<file path="config.mk">
export PLATFORM = sky130hd
export DESIGN_NAME = mem_access_scheduler
export DESIGN_NICKNAME = d
export VERILOG_FILES = /design/src/rtl/mem_access_scheduler.sv
export SDC_FILE = /design/constraint.sdc
export NUM_CORES = 1
export LEC_CHECK = 0
export ABC_AREA = 1
export ABC_CLOCK_PERIOD_IN_PS = 1690
export BUFFER_PORTS_ARGS = -buffer_cell sky130_fd_sc_hd__buf_4
export CELL_PAD_IN_SITES_DETAIL_PLACEMENT = 1
export CELL_PAD_IN_SITES_GLOBAL_PLACEMENT = 1
export CORE_ASPECT_RATIO = 1.75
export CORE_MARGIN = 2
export CORE_UTILIZATION = 22
export CTS_CLUSTER_DIAMETER = 120
export DETAILED_ROUTE_END_ITERATION = 6
export PLACE_DENSITY_LB_ADDON = 0.1
export SLEW_MARGIN = 30
export SYNTH_ARGS = -nofsm -noshare
export SYNTH_HDL_FRONTEND = slang
export SYNTH_SLANG_ARGS = --single-unit
</file>
<file path="constraint.sdc">
create_clock -name clk -period 1.69 [get_ports clk]
set_clock_uncertainty 0.2 [all_clocks]
set_input_delay 0 -clock clk [delete_from_list [all_inputs] [get_ports clk]]
set_output_delay 0 -clock clk [all_outputs]
set_load 0.01 [all_outputs]
</file>
<file path="src/rtl/mem_access_scheduler.sv">
// Memory access scheduler: arbitrates I-cache fills, D-cache fills and D-cache
// write-through stores onto one pipelined multi-cycle memory port.
module mem_access_scheduler #(
  parameter int WORDS_PER_BLOCK = 8,
  parameter int ADDR_W          = 16
) (
  input  logic              clk,
  input  logic              rst_n,
  input  logic              icache_miss,
  input  logic [ADDR_W-1:0] icache_miss_addr,
  input  logic              dcache_miss,
  input  logic [ADDR_W-1:0] dcache_miss_addr,
  input  logic              dcache_wr_req,
  input  logic [ADDR_W-1:0] dcache_wr_addr,
  input  logic [ADDR_W-1:0] dcache_wr_data,
  output logic              dcache_wr_ack,
  output logic              mem_en,
  output logic              mem_wr,
  output logic [ADDR_W-1:0] mem_addr,
  output logic [ADDR_W-1:0] mem_wdata,
  input  logic [ADDR_W-1:0] mem_rdata,
  input  logic              mem_valid,
  output logic [ADDR_W-1:0] icache_fill_data,
  output logic [ADDR_W-1:0] icache_fill_addr,
  output logic              icache_write_data_array,
  output logic              icache_write_tag_array,
  output logic              icache_busy,
  output logic [ADDR_W-1:0] dcache_fill_data,
  output logic [ADDR_W-1:0] dcache_fill_addr,
  output logic              dcache_write_data_array,
  output logic              dcache_write_tag_array,
  output logic              dcache_busy,
  output logic              stall_n
);

  localparam int CW  = $clog2(WORDS_PER_BLOCK) + 1;
  localparam int OFF = $clog2(2 * WORDS_PER_BLOCK);
  localparam logic [ADDR_W-1:0] OFF_MASK = ADDR_W'((1 << OFF) - 1);

  typedef enum logic [2:0] {IDLE, WRITE, FILL_I, FILL_D, DONE} state_t;
  // LAST_NONE (after reset) lets the I-cache win the first simultaneous-miss tie
  typedef enum logic [1:0] {LAST_NONE, LAST_I, LAST_D} last_t;

  state_t            state, state_nxt;
  last_t             last_fill;
  logic [ADDR_W-1:0] base;
  logic [CW-1:0]     ic, rc;
  logic              filling, issuing, receiving, last_word;
  logic [ADDR_W-1:0] issue_addr, fill_addr;

  assign filling    = (state == FILL_I) || (state == FILL_D);
  assign issuing    = filling && (ic < CW'(WORDS_PER_BLOCK));
  assign receiving  = filling && mem_valid && (rc < CW'(WORDS_PER_BLOCK));
  assign last_word  = receiving && (rc == CW'(WORDS_PER_BLOCK - 1));
  assign issue_addr = base + {{(ADDR_W-CW-1){1'b0}}, ic, 1'b0};
  assign fill_addr  = base + {{(ADDR_W-CW-1){1'b0}}, rc, 1'b0};

  always_ff @(posedge clk or negedge rst_n) begin
    if (!rst_n) begin
      state     <= IDLE;
      last_fill <= LAST_NONE;
      base      <= '0;
      ic        <= '0;
      rc        <= '0;
    end else begin
      state <= state_nxt;
      if (state == IDLE && state_nxt == FILL_I) begin
        base <= icache_miss_addr & ~OFF_MASK;
        ic   <= '0;
        rc   <= '0;
      end else if (state == IDLE && state_nxt == FILL_D) begin
        base <= dcache_miss_addr & ~OFF_MASK;
        ic   <= '0;
        rc   <= '0;
      end else begin
        if (issuing)   ic <= ic + CW'(1);
        if (receiving) rc <= rc + CW'(1);
      end
      if (last_word) last_fill <= (state == FILL_I) ? LAST_I : LAST_D;
    end
  end

  always_comb begin
    state_nxt               = state;
    dcache_wr_ack           = 1'b0;
    mem_en                  = 1'b0;
    mem_wr                  = 1'b0;
    mem_addr                = '0;
    mem_wdata               = '0;
    icache_fill_data        = '0;
    icache_fill_addr        = '0;
    icache_write_data_array = 1'b0;
    icache_write_tag_array  = 1'b0;
    icache_busy             = 1'b0;
    dcache_fill_data        = '0;
    dcache_fill_addr        = '0;
    dcache_write_data_array = 1'b0;
    dcache_write_tag_array  = 1'b0;
    dcache_busy             = 1'b0;
    stall_n                 = 1'b0;

    case (state)
      IDLE: begin
        stall_n = !(icache_miss || dcache_miss || dcache_wr_req);
        if (dcache_wr_req)
          state_nxt = WRITE;
        else if (icache_miss && dcache_miss)
          state_nxt = (last_fill == LAST_I) ? FILL_D : FILL_I;
        else if (icache_miss)
          state_nxt = FILL_I;
        else if (dcache_miss)
          state_nxt = FILL_D;
      end
      WRITE: begin
        mem_en        = 1'b1;
        mem_wr        = 1'b1;
        mem_addr      = dcache_wr_addr;
        mem_wdata     = dcache_wr_data;
        dcache_wr_ack = 1'b1;
        state_nxt     = IDLE;
      end
      FILL_I, FILL_D: begin
        mem_en   = issuing;
        mem_addr = issuing ? issue_addr : '0;
        if (state == FILL_I) begin
          icache_busy             = 1'b1;
          icache_write_data_array = receiving;
          icache_write_tag_array  = last_word;
          icache_fill_data        = receiving ? mem_rdata : '0;
          icache_fill_addr        = receiving ? fill_addr : '0;
        end else begin
          dcache_busy             = 1'b1;
          dcache_write_data_array = receiving;
          dcache_write_tag_array  = last_word;
          dcache_fill_data        = receiving ? mem_rdata : '0;
          dcache_fill_addr        = receiving ? fill_addr : '0;
        end
        if (last_word) state_nxt = DONE;
      end
      DONE:    state_nxt = IDLE;
      default: state_nxt = IDLE;
    endcase
  end

endmodule

</file>
After elaboration in Yosys (flattened, before gate mapping). Cells that the tools add are included.

Output and inout port bits: 106. Logic and storage cells: 78. Register bits: 29. Input port bits: 86.

$add $sub $neg: 4. Magnitude comparators: 2. Reduce and logical (&&, ||, !) cells: 16. Multiplexer cells: 44. Equal/unequal tests: 7.

Operator list (count): $mux 16 (14); $add 16x5->16 (2); $pmux 16 s2 (1); $mux 4 (6); $mux 1 (15); $mux 3 (5); $eq 3x2->1 const B (4); $add 4x1->4 const B (2); $lt 4x4->1 const B (2); $logic_and 1x1->1 (7); $pmux 3 s2 (1); $reduce_bool 3->1 (2); $eq 4x3->1 const B (1); $eq 3x1->1 const B (1); $logic_not 3->1 (1); $logic_or 1x1->1 (3); $eq 2x1->1 const B (1); $mux 2 (1); $pmux 1 s2 (1); $reduce_bool 2->1 (1); $reduce_or 2->1 (1); $logic_not 1->1 (1).

Longest topological paths before layout.
Depth in word-level cells: 11. Mapped depth: 10. Depth with buffers taken out: 10.

Worst setup path after synthesis. Ideal clock, no wire load.

Path kind: reg2reg. Start: register rc[1]. End: register base[8]. Data required time: 1.377 ns. Arrival time: 1.368 ns. Setup time: 0.113 ns. Cell stages (with the launch flop): 11. Path buffers: 1. Period minus slack after synthesis: 1.681 ns. Setup slack: 0.009 ns. Path through: dfrtp_1 -> ha_1 -> nand2_1 -> inv_1 -> a21oi_1 -> nand2_2 -> buf_2 -> nand3_1 -> nand3_1 -> nand2_1 -> inv_1.

Longest elaborated chain between the ends: 8. Elaborated cells between the ends (all ways): 12.

Ends and longest elaborated chain: start: declaration (RTL line 47) `logic [CW-1:0] ic, rc;`; start signal: assignment (RTL line 77) `if (receiving) rc <= rc + CW'(1);`; $lt 4x4->1 (RTL line 53) `assign receiving = filling && mem_valid && (rc < CW'(WORDS_PER_BLOCK));`; $logic_and 1x1->1 (RTL line 53); $logic_and 1x1->1 (*) (RTL line 54) `assign last_word = receiving && (rc == CW'(WORDS_PER_BLOCK - 1));`; $mux 3 (*) (RTL line 138) `if (last_word) state_nxt = DONE;`; $pmux 3 s2 (*) (RTL line 102) `case (state)`; $eq 3x2->1 (on tied branches) (RTL line 67, 71); $logic_and 1x1->1 (on tied branches) (RTL line 67, 71); $mux 16 or $reduce_bool 2->1 (tied branches); end signal: assignment (RTL line 68) `base <= icache_miss_addr & ~OFF_MASK;`; end signal: assignment (RTL line 72) `base <= dcache_miss_addr & ~OFF_MASK;`; end: declaration (RTL line 46) `logic [ADDR_W-1:0] base;`.

Every way passes the cells marked *; elsewhere a longest branch is shown, timed or not. A chain may end at the register's enable or synchronous reset.

Worst setup path in the final report.
Start: register base[4]. End: output mem_addr[12].

Longest elaborated chain between the ends: 3.

Ends and longest elaborated chain: $add 16x5->16 (RTL line 55) `assign issue_addr = base + {{(ADDR_W-CW-1){1'b0}}, ic, 1'b0};`; $mux 16 (RTL line 124) `mem_addr = issuing ? issue_addr : '0;`; $pmux 16 s2 (RTL line 102); end: declaration (RTL line 19) `output logic [ADDR_W-1:0] mem_addr,`.

Every way passes these cells.

==> impl_metrics.csv <==
group,metric,value,unit
floorplanning,die_h,143,um
timing,maxClockFrequency,0.487,GHz
pwr,net-switching-power,5.30,mW
final_layout,nNetsFinal,801,
synth,most_numerous_cell_in_the_yosys_netlist,"nor2_1",
clock_network,clk_path_buf_depth,2,
drt,detail_route.drc_violations,0,
final_layout,drive_above_1_share,71.9,%
timing,rsz0062_at_grt,"true",
final_layout,area_growth_from_synthesis_to_final_layout,181,%
setup_path,timing.critical_path.required,1490,ps
drt,detail_route.vias_per_cell,4.64,
pwr,power,10.5,mW
floorplanning,core-area,10800,um^2
timing,setup_viol,122,
run_status,failed_checks,"setup timing",
floorplanning,die_width,83.6,um
min_path,hold_path.class,"in -> out",
clock_network,clk_pin_slew_worst_paths,80,ps
pwr,power.share.clock,5.5,%
drt,drt_pre_antenna_iters,4,
setup_path,critical_path_arrival,1850,ps
grt,initial_antenna_violation_count,0,
flow_run,cap_viol_max_count,0,
pwr,p_int,5.21,mW
pwr,comb_power_share,82.6,%
setup_path,crit_path_max_incr_delay,450,ps
setup_path,path_max_fanout,3,
placed_design,port-buffer-count,181,
clock_network,clock-sinks,25,
floorplanning,start_util,22.7,%
clock_network,level_count_of_the_clock_h_tree,1,
placed_design,gpl.final_weighted_congestion,0.838,
drt,detail-route-antenna-nets,0,
synth,yosysWarningCount,0,
grt,globalRouteTotalUtil,22.5,%
synth,synth.top_cells.by_count,"nor2_1, nand2_1, inv_1",
drt,totalWireLength,16200,um
timing,layout_setup_ws,-362,ps
synth,synth_top_flop_cell,"dfrtp_1",
setup_path,timing.reg2reg.setup_slack,-310,ps
synth,mappedNetlistArea,2440,um^2
setup_path,crit_chain,"ha_4, ha_4, nand2_4, nor2_4, nand2_1, a21oi_1, o21ai_1, nand2_1, buf_4",
setup_path,slowest_stage,"dfrtp_2",
floorplanning,floorplan.rows,50,
clock_network,clock_insertion_delay_worst_skew,280,ps
clock_network,ctsRootBufferMaster,"clkbuf_16",
timing,timing_max_transition_violations_final,0,
timing,timing_hold_violations_final,0,
grt,first_global_vias,3958,
timing,timing.final.crit_share,121,%
synth,ys_async_sr_fraction,100,%
floorplanning,ioPinCount,192,
synth,netlist.top_cell.by_area,"dfrtp_1",
pwr,power_switching_share,50.4,%
synth,yosys.cell_types.count,32,
grt,grt_remaining_overflow,0,
pwr,power_density,1540,nW/um^2
synth,count_of_flip_flops_with_a_built_in_enable_after_synthesis,0,
clock_network,cts-buffers-inserted,3,
clock_network,cts_tree,"yes",
synth,post_synth_main_area_contributors,"dfrtp_1, nor2_1, nand2_1",
timing,min_tclk_post_route,2050,ps
pwr,cellLeakagePower,3.28,nW
synth,synth-seq-cells,25,
setup_path,end_kind,"output port",
pwr,power_frac_seq,11.9,%
synth,synthCells,406,
drt,via_total_after_detailed_routing,3892,
pwr,peakVddDrop,0.847,mV
grt,wire_length_of_the_first_global_routing_pass,21300,um
synth,post_synth.cell_area_avg,6.01,um^2
synth,yosysTopAreaCellShare,25.6,%
synth,synth_seq_area_share,25.6,%
placed_design,post-place-ws,-137,ps
drt,detail_route.iter0.violations,84,
final_layout,n_antenna_cell,0,
setup_path,type_of_element_launching_the_critical_path,"register",
floorplanning,fp.dieArea,12000,um^2
grt,pin_count_of_the_biggest_net_entering_global_routing,26,
placed_design,detailedPlacementHpwl,9060,um
drt,wl_per_cell,19.4,um
run_status,status,"finished, violations left",
setup_path,critical_path_class,"reg -> out",
[through the flow]
step | setup TNS (ps) | util [%] | instance area, um^2 | instances | hold WS (ps)
5_1_grt | -34700 | 63.6 | 6850 | 838 | 100
3_3_place_gp | -1130 | 38.5 | 4140 | 737 | -272
2_1_floorplan | 0 | - | 2440 | 407 | -496
6_report | -28740 | 63.6 | 6850 | 838 | 76.9
3_5_place_dp | -2590 | 38.5 | 4140 | 737 | -269
4_1_cts | -14140 | 53.7 | 5770 | 816 | 26.9
[kinds of logic after synthesis]
group                      synth area share, %
DFF                                       25.6
and+or+nand+nor                           41.4
buffers and inverters                     16.5
xor gates and xnor gates                  3.95
AOI/OAI and AO/OA                         9.33
other                                    0.154
adders and majority gates                 3.08
[worst paths after layout]
| kind | startpoint | end | cells past startpoint |
|---|---|---|---|
| worst max register to register | rc[3] | base[7] | 10 |
| worst min-delay path | dcache_wr_addr[2] | mem_addr[2] | 4 |
| worst min register to register | last_fill[0] | last_fill[0] | 2 |
| max in group asynchronous | rst_n | base[11] | 3 |
| min in group asynchronous | rst_n | last_fill[0] | 3 |
| worst max-delay path | base[4] | mem_addr[12] | 9 |
[layout make-up]
class / instances / area [um^2]
Inverter: 78 / 395
Clock inverter: 1 / 5.00
Clock buffer: 3 / 75.1
Sequential cell: 25 / 633
Timing Repair Buffer: 304 / 2820
Multi-Input combinational cell: 288 / 2620
Tap cell: 130 / 163
Timing Repair inverter: 9 / 141
Fill cell: 1192 / 3910
[power groups by stage]
| stage | combinational, mW | clock [mW] | sequential [mW] |
|---|---|---|---|
| 2_1_floorplan | 2.45 | 0 | 1.08 |
| 3_3_place_gp | 4.63 | 0 | 1.13 |
| 3_5_place_dp | 4.71 | 0 | 1.16 |
| 4_1_cts | 6.85 | 0.554 | 1.17 |
| 5_1_grt | 9.20 | 0.600 | 1.29 |
| 6_report | 8.68 | 0.579 | 1.25 |
[per-layer routing]
metal | vias up | wire length, um | GRT usage [%]
li1 | 1837 | - | -
met1 | 1872 | 5130 | 22.7
met2 | 151 | 9840 | 47.6
met3 | 32 | 729 | 1.78
met4 | 0 | 523 | 6.45
met5 | - | 0 | 0
[cell usage in the layout, fill, tap and decap left out, drive strengths merged, types with 2 or more instances in the layout]
master / Yosys / routed
a21oi: 12 / 12
a22o: 3 / 3
buf: 16 / 278
clkbuf: 1 / 3
clkinv: 0 / 4
conb: 1 / 2
dfrtp: 25 / 25
dlygate4sd3: 0 / 26
ha: 6 / 6
inv: 78 / 83
nand2: 81 / 82
nand3: 24 / 24
nand3b: 4 / 4
nand4: 3 / 3
nor2: 106 / 106
nor3: 7 / 7
o21ai: 22 / 22
or2: 2 / 2
xor2: 11 / 11
[registers in the layout, summed over array words and instances, names as in the netlist]
name,count
base,12
state,3
last_fill,2
ic,4
rc,4
[worst max-delay path, delay by kind of cell (launching register included)]
family          cells  cell delay [ps]
compound gates      2              290
fa+ha+maj           2              350
buf+inv             1              110
flops               1              450
simple gates        4              370
[what timing repair did]
item                                    CTS  global route
resized for setup                       242           215
endpoints found under the setup margin  113           123
cloned                                   10             3
setup buffers                            39            22
hold buffers                             26             0
endpoints found under the hold margin    37             0
pin swaps                                41            65
Power figures use the tool's default switching activity.
